`src/rtl/cnn_wr_packer_pkg.sv`:
```
// Shared definitions for the CNN result write path: line geometry and packer FSM states.
package cnn_wr_packer_pkg;

  localparam int WR_WORD_WIDTH     = 8;
  localparam int WR_WORDS_PER_LINE = 32;
  localparam int WR_LINE_WIDTH     = WR_WORDS_PER_LINE * WR_WORD_WIDTH;

  typedef enum logic [1:0] {
    ST_IDLE  = 2'd0,
    ST_FILL  = 2'd1,
    ST_DRAIN = 2'd2
  } wr_state_e;

endpackage

```
`src/rtl/cnn_wr_line_acc.sv`:
```
// Byte accumulator for one memory line: slot write, fill count and full/final detection.
module cnn_wr_line_acc
  import cnn_wr_packer_pkg::*;
#(
  parameter int WORD_WIDTH = WR_WORD_WIDTH,
  parameter int NUM_WORDS  = WR_WORDS_PER_LINE,
  parameter int CW         = $clog2(NUM_WORDS + 1)
) (
  input  logic                            clk,
  input  logic                            rst_n,
  input  logic                            clr_i,
  input  logic                            wr_en_i,
  input  logic [WORD_WIDTH-1:0]           wr_data_i,
  input  logic                            wr_last_i,
  input  logic                            take_i,
  output logic [NUM_WORDS*WORD_WIDTH-1:0] line_o,
  output logic [CW-1:0]                   size_o,
  output logic                            full_o,
  output logic                            final_o
);

  localparam int IW = $clog2(NUM_WORDS);

  logic [NUM_WORDS-1:0][WORD_WIDTH-1:0] data_q;
  logic [NUM_WORDS-1:0][WORD_WIDTH-1:0] merged;
  logic [CW-1:0]                        cnt_q;
  logic                                 full_q;

  // A byte accepted into a full accumulator only happens while that line is being taken,
  // so "final" is only evaluated for a non-full accumulator.
  assign final_o = wr_en_i && !full_q &&
                   ((cnt_q == CW'(NUM_WORDS - 1)) || wr_last_i);

  always_comb begin
    merged = data_q;
    if (wr_en_i && !full_q) merged[cnt_q[IW-1:0]] = wr_data_i;
  end

  assign line_o = merged;
  assign size_o = full_q ? cnt_q : cnt_q + CW'(1);
  assign full_o = full_q;

  always_ff @(posedge clk or negedge rst_n) begin
    if (!rst_n) begin
      data_q <= '0;
      cnt_q  <= '0;
      full_q <= 1'b0;
    end else if (clr_i) begin
      data_q <= '0;
      cnt_q  <= '0;
      full_q <= 1'b0;
    end else if (take_i) begin
      data_q <= '0;
      cnt_q  <= '0;
      full_q <= 1'b0;
      if (wr_en_i && full_q) begin
        data_q[0] <= wr_data_i;
        cnt_q     <= CW'(1);
        full_q    <= wr_last_i;
      end
    end else if (wr_en_i) begin
      data_q[cnt_q[IW-1:0]] <= wr_data_i;
      cnt_q                 <= cnt_q + CW'(1);
      full_q                <= final_o;
    end
  end

endmodule

```
`src/rtl/cnn_wr_packer.sv`:
```
// Packs activation bytes into 32-byte lines and issues one write request per line.
//   state    | meaning
//   ST_IDLE  | waiting for go; res_ready low
//   ST_FILL  | accepting bytes, emitting full lines
//   ST_DRAIN | res_last accepted; flushing remaining lines until final ack
module cnn_wr_packer
  import cnn_wr_packer_pkg::*;
#(
  parameter int ADDR_WIDTH        = 19,
  parameter int WORD_WIDTH        = WR_WORD_WIDTH,
  parameter int NUM_WORDS_IN_LINE = WR_WORDS_PER_LINE
) (
  input  logic                                    clk,
  input  logic                                    rst_n,
  input  logic [ADDR_WIDTH-1:0]                   sw_cnn_addr_z,
  input  logic                                    go,
  input  logic                                    res_valid,
  input  logic [WORD_WIDTH-1:0]                   res_data,
  input  logic                                    res_last,
  output logic                                    res_ready,
  output logic                                    mem_req,
  output logic [ADDR_WIDTH-1:0]                   mem_start_addr,
  output logic [5:0]                              mem_size_bytes,
  output logic [NUM_WORDS_IN_LINE*WORD_WIDTH-1:0] mem_data,
  output logic [4:0]                              mem_last_valid,
  input  logic                                    mem_ack,
  output logic                                    busy,
  output logic                                    done
);

  localparam int CW = $clog2(NUM_WORDS_IN_LINE + 1);
  localparam int LW = NUM_WORDS_IN_LINE * WORD_WIDTH;
  localparam logic [ADDR_WIDTH-1:0] STRIDE = ADDR_WIDTH'(LW / 8);

  wr_state_e             state_q, state_d;
  logic                  done_q, done_d;
  logic [ADDR_WIDTH-1:0] addr_q;
  logic                  mem_req_q;
  logic [ADDR_WIDTH-1:0] mem_addr_q;
  logic [5:0]            mem_size_q;
  logic [4:0]            mem_lv_q;
  logic [LW-1:0]         mem_data_q;

  logic          ack_c, start_c, accept_c, take_c;
  logic [LW-1:0] acc_line;
  logic [CW-1:0] acc_size;
  logic          acc_full, acc_final;

  assign ack_c    = mem_req_q && mem_ack;
  assign start_c  = (state_q == ST_IDLE) && go;
  assign res_ready = (state_q == ST_FILL) && !(acc_full && mem_req_q && !ack_c);
  assign accept_c = res_valid && res_ready;
  // The holding register is the mem_* output set; it frees on ack and may refill in that same cycle.
  assign take_c   = (acc_final || acc_full) && (!mem_req_q || ack_c);

  cnn_wr_line_acc #(
    .WORD_WIDTH (WORD_WIDTH),
    .NUM_WORDS  (NUM_WORDS_IN_LINE),
    .CW         (CW)
  ) u_acc (
    .clk       (clk),
    .rst_n     (rst_n),
    .clr_i     (start_c),
    .wr_en_i   (accept_c),
    .wr_data_i (res_data),
    .wr_last_i (res_last),
    .take_i    (take_c),
    .line_o    (acc_line),
    .size_o    (acc_size),
    .full_o    (acc_full),
    .final_o   (acc_final)
  );

  always_comb begin
    state_d = state_q;
    done_d  = 1'b0;
    unique case (state_q)
      ST_IDLE:  if (go) state_d = ST_FILL;
      ST_FILL:  if (accept_c && res_last) state_d = ST_DRAIN;
      ST_DRAIN: begin
        if (ack_c && !acc_full) begin
          state_d = ST_IDLE;
          done_d  = 1'b1;
        end
      end
      default:  state_d = ST_IDLE;
    endcase
  end

  always_ff @(posedge clk or negedge rst_n) begin
    if (!rst_n) begin
      state_q    <= ST_IDLE;
      done_q     <= 1'b0;
      addr_q     <= '0;
      mem_req_q  <= 1'b0;
      mem_addr_q <= '0;
      mem_size_q <= '0;
      mem_lv_q   <= '0;
      mem_data_q <= '0;
    end else begin
      state_q <= state_d;
      done_q  <= done_d;
      if (start_c)     addr_q <= sw_cnn_addr_z;
      else if (take_c) addr_q <= addr_q + STRIDE;
      if (take_c) begin
        mem_req_q  <= 1'b1;
        mem_addr_q <= addr_q;
        mem_size_q <= 6'(acc_size);
        mem_lv_q   <= 5'(acc_size - CW'(1));
        mem_data_q <= acc_line;
      end else if (ack_c) begin
        mem_req_q <= 1'b0;
      end
    end
  end

  assign mem_req        = mem_req_q;
  assign mem_start_addr = mem_addr_q;
  assign mem_size_bytes = mem_size_q;
  assign mem_last_valid = mem_lv_q;
  assign mem_data       = mem_data_q;
  assign busy           = (state_q != ST_IDLE);
  assign done           = done_q;

endmodule

```
`config.mk`:
```
export PLATFORM = sky130hd
export DESIGN_NAME = cnn_wr_packer
export DESIGN_NICKNAME = d
export VERILOG_FILES = /design/src/rtl/cnn_wr_packer_pkg.sv /design/src/rtl/cnn_wr_line_acc.sv /design/src/rtl/cnn_wr_packer.sv
export SDC_FILE = /design/constraint.sdc
export NUM_CORES = 1
export LEC_CHECK = 0
export CORE_UTILIZATION = 25
export DETAILED_ROUTE_END_ITERATION = 8
export HOLD_SLACK_MARGIN = 0.15
export PLACE_DENSITY_LB_ADDON = 0.15
export SYNTH_ARGS = -nofsm -noshare
export SYNTH_HDL_FRONTEND = slang
export SYNTH_SLANG_ARGS = --single-unit
```
`constraint.sdc`:
```
create_clock -name clk -period 2.3 [get_ports clk]
set_clock_uncertainty 0.2 [all_clocks]
set_input_delay 0.46 -clock clk [delete_from_list [all_inputs] [get_ports clk]]
set_output_delay 0.46 -clock clk [all_outputs]
set_load 0.03 [all_outputs]
```
==> out/metrics.csv <==
stage,metric,value,unit
synthesis,post-synthesis sequential area ratio,0.5659,
synthesis,Synth async-reset ratio,1.000,
synthesis,Seq cells post-synth,572,
drt,DR pass1 iterations,5,
timing,Peak Freq,0.4450,GHz
pwr,Power Density,863.0,nW/um^2
pwr,worst vdd ir,0.4338,mV
run,max_cap viols,0,
worst_setup_path,"Arr. time, crit path",1.59,ns
worst_setup_path,crit-path max FO,4,
synthesis,dominant synthesized flop cell,dfrtp_1,
timing,final worst-path cycle share,0.9770,
die,Die Y,320.1,um
die,Core Area,100100,um^2
drt,detailed-route wire length,83300,um
timing,endpoints failing setup,0,
placed_design,gpl congestion,0.7575,
worst_setup_path,Required @ worst endpoint,1.64,ns
timing,Worst-Margin Slew,0.8949,ns
synthesis,Post-synth EDFFs,0,
pwr,leakage dissipation,0.01971,uW
die,io pins,323,
clock_network,clk root buf,clkbuf_16,
global_route,grt ovf,0,
worst_setup_path,startpoint types,register,
clock_network,CTS HTree Levels,3,
cells_and_area,synth-to-layout area growth,35.65,%
cells_and_area,share of layout cells above drive strength 1,0.1375,
worst_setup_path,crit path kind,register to primary output,
synthesis,Syn. warnings,0,
clock_network,Clock Latency Late Sink,0.63,ns
worst_hold_path,worst hold path type,primary input to register,
timing,setup ws final,0.05283,ns
cells_and_area,Register Area,14320,um^2
cells_and_area,# nets final,2857,
drt,routed len/inst,19.97,um
clock_network,Worst-path clk slew,0.06,ns
clock_network,CTS sink cnt,572,
global_route,antenna violations before repair,1,
clock_network,CTS tree,done,
timing,Period minus WS final,2.247,ns
placed_design,Area after DPL,32130,um^2
worst_setup_path,CP endpoint kind,primary output,
drt,DRC Markers,0,
drt,drt first-iter violations,920,
cells_and_area,multi-input logic area,10230,um^2
timing,Rel. slew slack,0.4015,
clock_network,clk buf depth,3,
drt,Via-to-Cell Ratio,4.516,
status,status,completed,
timing,Hold WS,0.2078,ns
cells_and_area,final design utilization,0.3426,
global_route,largest net degree at the start of global routing,93,
timing,RSZ-0062 raised after global routing,true,
die,Starting Density,0.2526,
synthesis,synth unique cells,46,
global_route,global-route wire length before repair,127600,um
synthesis,Mapped Cells,2365,
placed_design,placed cell count,4027,
global_route,vias in the first global route,19890,
placed_design,PortBufs,322,
timing,"Slew Viols, Final",0,
die,Die W,320.1,um
placed_design,post-DP HPWL,57180,um
drt,DR vias,18840,
cells_and_area,fin area,34310,um^2
clock_network,Num CTS Buffers,71,
synthesis,Netlist Area Pre-Place,25290,um^2
drt,DRT antenna net count,0,
die,die area,102500,um^2
die,Rows,116,
global_route,gr usage total,0.1642,
synthesis,syn_nets,2404,
timing,Final Hold Viols,0,
cells_and_area,Non-Filler Instances,4172,
cells_and_area,fillers,10100,
synthesis,Mean Syn Cell Area,10.70,um^2
placed_design,pre-CTS setup slack,-0.5706,ns
[worst max-delay path: stages (launching register included)]
cell     delay (ns)
dfrtp_2        0.43
nor2b_1        0.16
a21oi_2        0.22
buf_6          0.16
[through the flow]
| stage | power, uW | setup TNS [ns] |
|---|---|---|
| floorplan | 15360 | 0 |
| global placement | 18860 | -223.01 |
| detailed placement | 18940 | -217.10 |
| CTS | 30080 | -0.02232 |
| global route | 31150 | -0.01916 |
| finish | 29610 | 0 |
[cells in the mapped netlist, types with 2 or more instances]
cell type,n,area [um^2]
nand2_2,8,50.05
nor2_1,273,1025
dfrtp_1,572,14310
ha_1,6,75.07
nand3_1,38,190.2
nor3_2,2,20.02
o221a_2,9,101.4
and3_1,5,31.28
nand4_1,3,18.77
a21o_1,9,67.56
a211oi_1,8,60.06
nor3_1,7,35.03
xor2_1,7,61.31
a31oi_1,2,12.51
o21ai_0,270,1351
nand2_1,377,1415
buf_4,20,150.1
nand2b_1,2,12.51
nor3b_1,8,60.06
buf_1,5,18.77
xnor2_1,17,148.9
nor4b_1,2,17.52
nor2b_1,2,12.51
mux2i_1,505,5055
clkbuf_1,102,382.9
o21ai_1,2,10.01
and2_1,14,87.58
a21oi_1,14,70.07
and3b_1,3,26.28
inv_1,5,18.77
buf_2,53,265.3
[flip-flops by register name, indices dropped and copies added, names as in the netlist]
signal / count
mem_size_bytes: 6
mem_data: 256
done: 1
mem_last_valid: 5
u_acc.data_q: 256
state_q: 2
mem_req: 1
addr_q: 19
u_acc.cnt_q: 6
u_acc.full_o: 1
mem_start_addr: 19
[layer usage]
metal,global-route usage,vias to the layer above,share of wire
met1,0.2219,9437,0.47
li1,-,8938,-
met5,0,-,0
met2,0.2682,356,0.47
met3,0.02400,110,0.034
met4,0.05476,0,0.025
[what timing repair did]
action                                 in CTS  in global routing
buffers inserted                            0                  3
hold buffers                               13                  0
setup endpoints to repair                 385                235
endpoints found under the hold margin     609                  0
pin swaps                                   2                  2
resized for setup                         307                 20
[layout by cell type (no fill, tap or decap), types with 13 or more instances in the layout]
| master | count |
|---|---|
| clkbuf_8 | 13 |
| nand3_1 | 38 |
| xnor2_1 | 17 |
| clkbuf_1 | 17 |
| nor2_1 | 271 |
| buf_4 | 144 |
| clkbuf_16 | 73 |
| o21ai_0 | 268 |
| mux2i_1 | 499 |
| clkdlybuf4s50_1 | 23 |
| dlygate4sd3_1 | 13 |
| and2_1 | 13 |
| dfrtp_1 | 568 |
| buf_12 | 89 |
| dlygate4sd2_1 | 287 |
| clkinv_2 | 15 |
| nand2_1 | 377 |
[area by class of cell]
| cell class | count | area share |
|---|---|---|
| multi-input combinational | 1607 | 0.2982 |
| inverter | 5 | 0.0005470 |
| tap | 1298 | 0.04733 |
| antenna | 2 | 0.0001459 |
| clock buffer | 103 | 0.06031 |
| timing repair buffer | 561 | 0.1692 |
| clock inverter | 24 | 0.006965 |
| sequential | 572 | 0.4173 |
[final timing paths]
check | startpoint | to | slack [ns] | cells past startpoint
min | sw_cnn_addr_z[2] | addr_q[2] | 0.21 | 3
max in group asynchronous | rst_n | mem_start_addr[16] | 0.26 | 3
max reg2reg | u_acc.cnt_q[1] | u_acc.data_q[116] | 0.07 | 7
min reg2reg | mem_start_addr[1] | mem_start_addr[1] | 0.27 | 2
max | mem_req | res_ready | 0.05 | 3
min in group asynchronous | rst_n | mem_data[130] | 0.36 | 3
[report_power, final]
part	internal [uW]	switching, uW	leakage [uW]
logic	2530	4530	0.0107
clock network	6690	4470	0.00115
registers	10800	549	0.00789
[cells by family (layout without fill, tap and decap cells)]
logic type | after synthesis | in the layout | share of synthesized area
and+or+nand+nor | 751 | 751 | 0.1210
DFF | 572 | 572 | 0.5659
muxes | 505 | 505 | 0.1998
AOI/OAI and AO/OA | 321 | 321 | 0.06851
buffers and inverters | 186 | 693 | 0.03349
xor gates and xnor gates | 24 | 24 | 0.008310
adders and majority gates | 6 | 6 | 0.002968
other | 0 | 2 | 0
No activity file was read; power rests on OpenSTA's default activity.
==> RTL change, RTL diff (same settings) <==
Add an input register stage for `sw_cnn_addr_z`; this delays it by one clock. The other inputs are not delayed to match.
--- a/src/rtl/cnn_wr_packer.sv
+++ b/src/rtl/cnn_wr_packer.sv
@@ -31,6 +31,12 @@
   localparam int CW = $clog2(NUM_WORDS_IN_LINE + 1);
   localparam int LW = NUM_WORDS_IN_LINE * WORD_WIDTH;
   localparam logic [ADDR_WIDTH-1:0] STRIDE = ADDR_WIDTH'(LW / 8);
+
+  logic [ADDR_WIDTH-1:0] sw_cnn_addr_z_q;
+
+  always_ff @(posedge clk) begin
+    sw_cnn_addr_z_q <= sw_cnn_addr_z;
+  end
 
   wr_state_e             state_q, state_d;
   logic                  done_q, done_d;
@@ -100,7 +106,7 @@
     end else begin
       state_q <= state_d;
       done_q  <= done_d;
-      if (start_c)     addr_q <= sw_cnn_addr_z;
+      if (start_c)     addr_q <= sw_cnn_addr_z_q;
       else if (take_c) addr_q <= addr_q + STRIDE;
       if (take_c) begin
         mem_req_q  <= 1'b1;
Function: changed (a bounded check fails within 4 cycles, from zero or initial values and one cycle with rst_n low).
==> RTL change against the original RTL <==
The run now ends with setup timing left. First-iteration DRC count decreased by 8.3%. Sequential power increased by 4%. Worst setup slack got worse by 0.083 ns. Sequential cell count increased by 19. Routed wire length decreased by 1.4%. Cell area increased by 0.70%. Synthesized cell count increased by 0.13%. Power increased by 4.0%. Non-clock buffer count decreased by 6. Clock power increased by 4%. Area after synthesis increased by 0.42%. Worst hold slack improved by 0.015 ns.
==> RTL change: results (changes against the original RTL) <==
metric	value	unit	change
pre-CTS WS	-0.544	ns	+0.0262 ns
placed cell area	31900	um^2	-0.85%
status	finished with violations		
Final HPWL DP	52.9	mm	-7.5%
Root Buffer	clkbuf_16		
setup ws final	-0.0301	ns	-0.0829 ns
synth warn	0		unchanged
DRT iter0 DRCs	844		-8.3%
IO Port Bufs	322		unchanged
CP Capture Point	addr_q[11]		
Placed Instances	4067		+0.99%
wirelength, routed	82.1	mm	-1.4%
vias per inst	4.46		-1.2%
routed length per instance	19.4	um	-2.7%
async set-reset flop share out of synthesis	0.968		-0.0321
clock buffer depth	3		unchanged
CTS buffer count	72		+1.4%
slowest cell delay on critical path	0.49	ns	+0.06 ns
reg2reg path depth	6		-1
CP top delay family	simple AND/OR/NAND/NOR gates		
Setup Viol. Count Final	8		+8
GR Layer Usage met1	0.197		-0.0249
clock slew at reported path FFs	0.06	ns	about the same
register area share after synthesis	0.579		+0.0126
failing checks	setup timing		
clock latency on the worst-skew pair	0.64	ns	
R2R Path Start	u_acc.cnt_q[1]		
Post-synth top cells	dfrtp_1 (572), mux2i_1 (506), nand2_1 (366), nor2_1 (278), o21ai_0 (273)		
P&R area growth vs syn	36.0	%	
Slew headroom	0.483		+0.0810
gr usage total	0.160		-0.00389
number of global-route vias before repair	19800		-0.35%
reg2reg end	addr_q[11]		
largest net degree at the start of global routing	78		-16%
Setup TNS	-0.0612	ns	-0.0612 ns
Synth Net Count	2407		+0.12%
Layout Nets	2860		+0.11%
post-synthesis cell type count	49		+6.5%
VDD IR max	0.000442	V	+1.9%
met2 GRT Util	0.282		+0.0143
Lkg Pwr	19.4	nW	-1.7%
HP Class	register to register		
Arrival @ worst endpoint	2.67	ns	+1.08 ns
max cap viols	0		unchanged
antenna violations before repair	1		unchanged
first-pass GRT wire length	125	mm	-2.0%
Post-Syn Area per Cell	10.7	um^2	+0.29%
RD Place Congestion	0.794		+4.9%
Crit. Startpoint	u_acc.cnt_q[1]		
FILL cells	10200		+1.4%
CP max stage cell	or4_1		
diode count	0		-2
met3 Usage GRT	0.0278		+0.00378
share of cells above drive strength 1	0.131		-0.00657
worst-path fanout max	7		+3
synth top area cells	dfrtp_1 (56%), mux2i_1 (20%), nand2_1 (5.4%)		
## RTL change: per-stage QoR
stage | hold slack (ns) | total power [mW]
after floorplan | -0.0356 | 15.7
after global placement | 0.211 | 19.3
after detailed placement | 0.218 | 19.4
after CTS | 0.201 | 31.2
after global routing | 0.243 | 32.3
final | 0.223 | 30.8
## RTL change: worst reg2reg max path: stages, from the launching register on
cell	delay, ns
dfrtp_2	0.38
ha_4	0.17
nand2_8	0.05
o311a_4	0.33
or3_4	0.42
or4_1	0.49
a31oi_1	0.19
## RTL change: timing repair
action | 4_1_cts | 5_1_grt
buffers inserted | 5 | 5
hold buffers | 23 | 0
endpoints found under the setup margin | 680 | 420
pin swaps | 9 | 2
hold endpoints to repair | 589 | 0
gates cloned | 2 | 2
resized for setup | 328 | 56
## RTL change: kinds of logic (layout without fill, tap and decap cells)
family	Yosys count	in the layout	synth area share
simple gates	757	757	0.121
compound gates	311	311	0.0651
mux	506	506	0.199
flops	591	591	0.579
fa+ha+maj	6	6	0.00296
buf+inv	182	685	0.0274
xor+xnor	15	15	0.00517
## RTL change: layout make-up
| cell class | count | share of cell area |
|---|---|---|
| clock buffers | 107 | 0.0636 |
| clock inverters | 17 | 0.00652 |
| inverters | 6 | 0.000688 |
| multi-input cells | 1595 | 0.296 |
| flip-flops and latches | 591 | 0.425 |
| well taps | 1357 | 0.0491 |
| repair buffers | 555 | 0.158 |
## RTL change: how the worst min path moves through the flow
stage / from / endpoint / slack (ns) / cells after the start
3_3_place_gp: sw_cnn_addr_z_q[1] / addr_q[1] / 0.21 / 2
6_report: sw_cnn_addr_z_q[1] / addr_q[1] / 0.22 / 2
2_1_floorplan: rst_n / addr_q[0] / -0.04 / 0
4_1_cts: res_data[1] / u_acc.data_q[249] / 0.20 / 4
3_5_place_dp: sw_cnn_addr_z_q[1] / addr_q[1] / 0.22 / 2
5_1_grt: res_data[7] / u_acc.data_q[119] / 0.24 / 4
## RTL change: report_power, final
| part | internal (mW) | switching, mW | leakage (nW) | total [mW] |
|---|---|---|---|---|
| clock | 7.14 | 4.51 | 1.20 | 11.6 |
| sequential | 11.2 | 0.624 | 8.05 | 11.8 |
| combinational | 2.55 | 4.76 | 10.1 | 7.31 |
## RTL change: metal layers
layer	wire length (um)	share of wire
met1	35200	0.43
met3	3390	0.041
met2	41600	0.51
met5	0	0
met4	1950	0.024
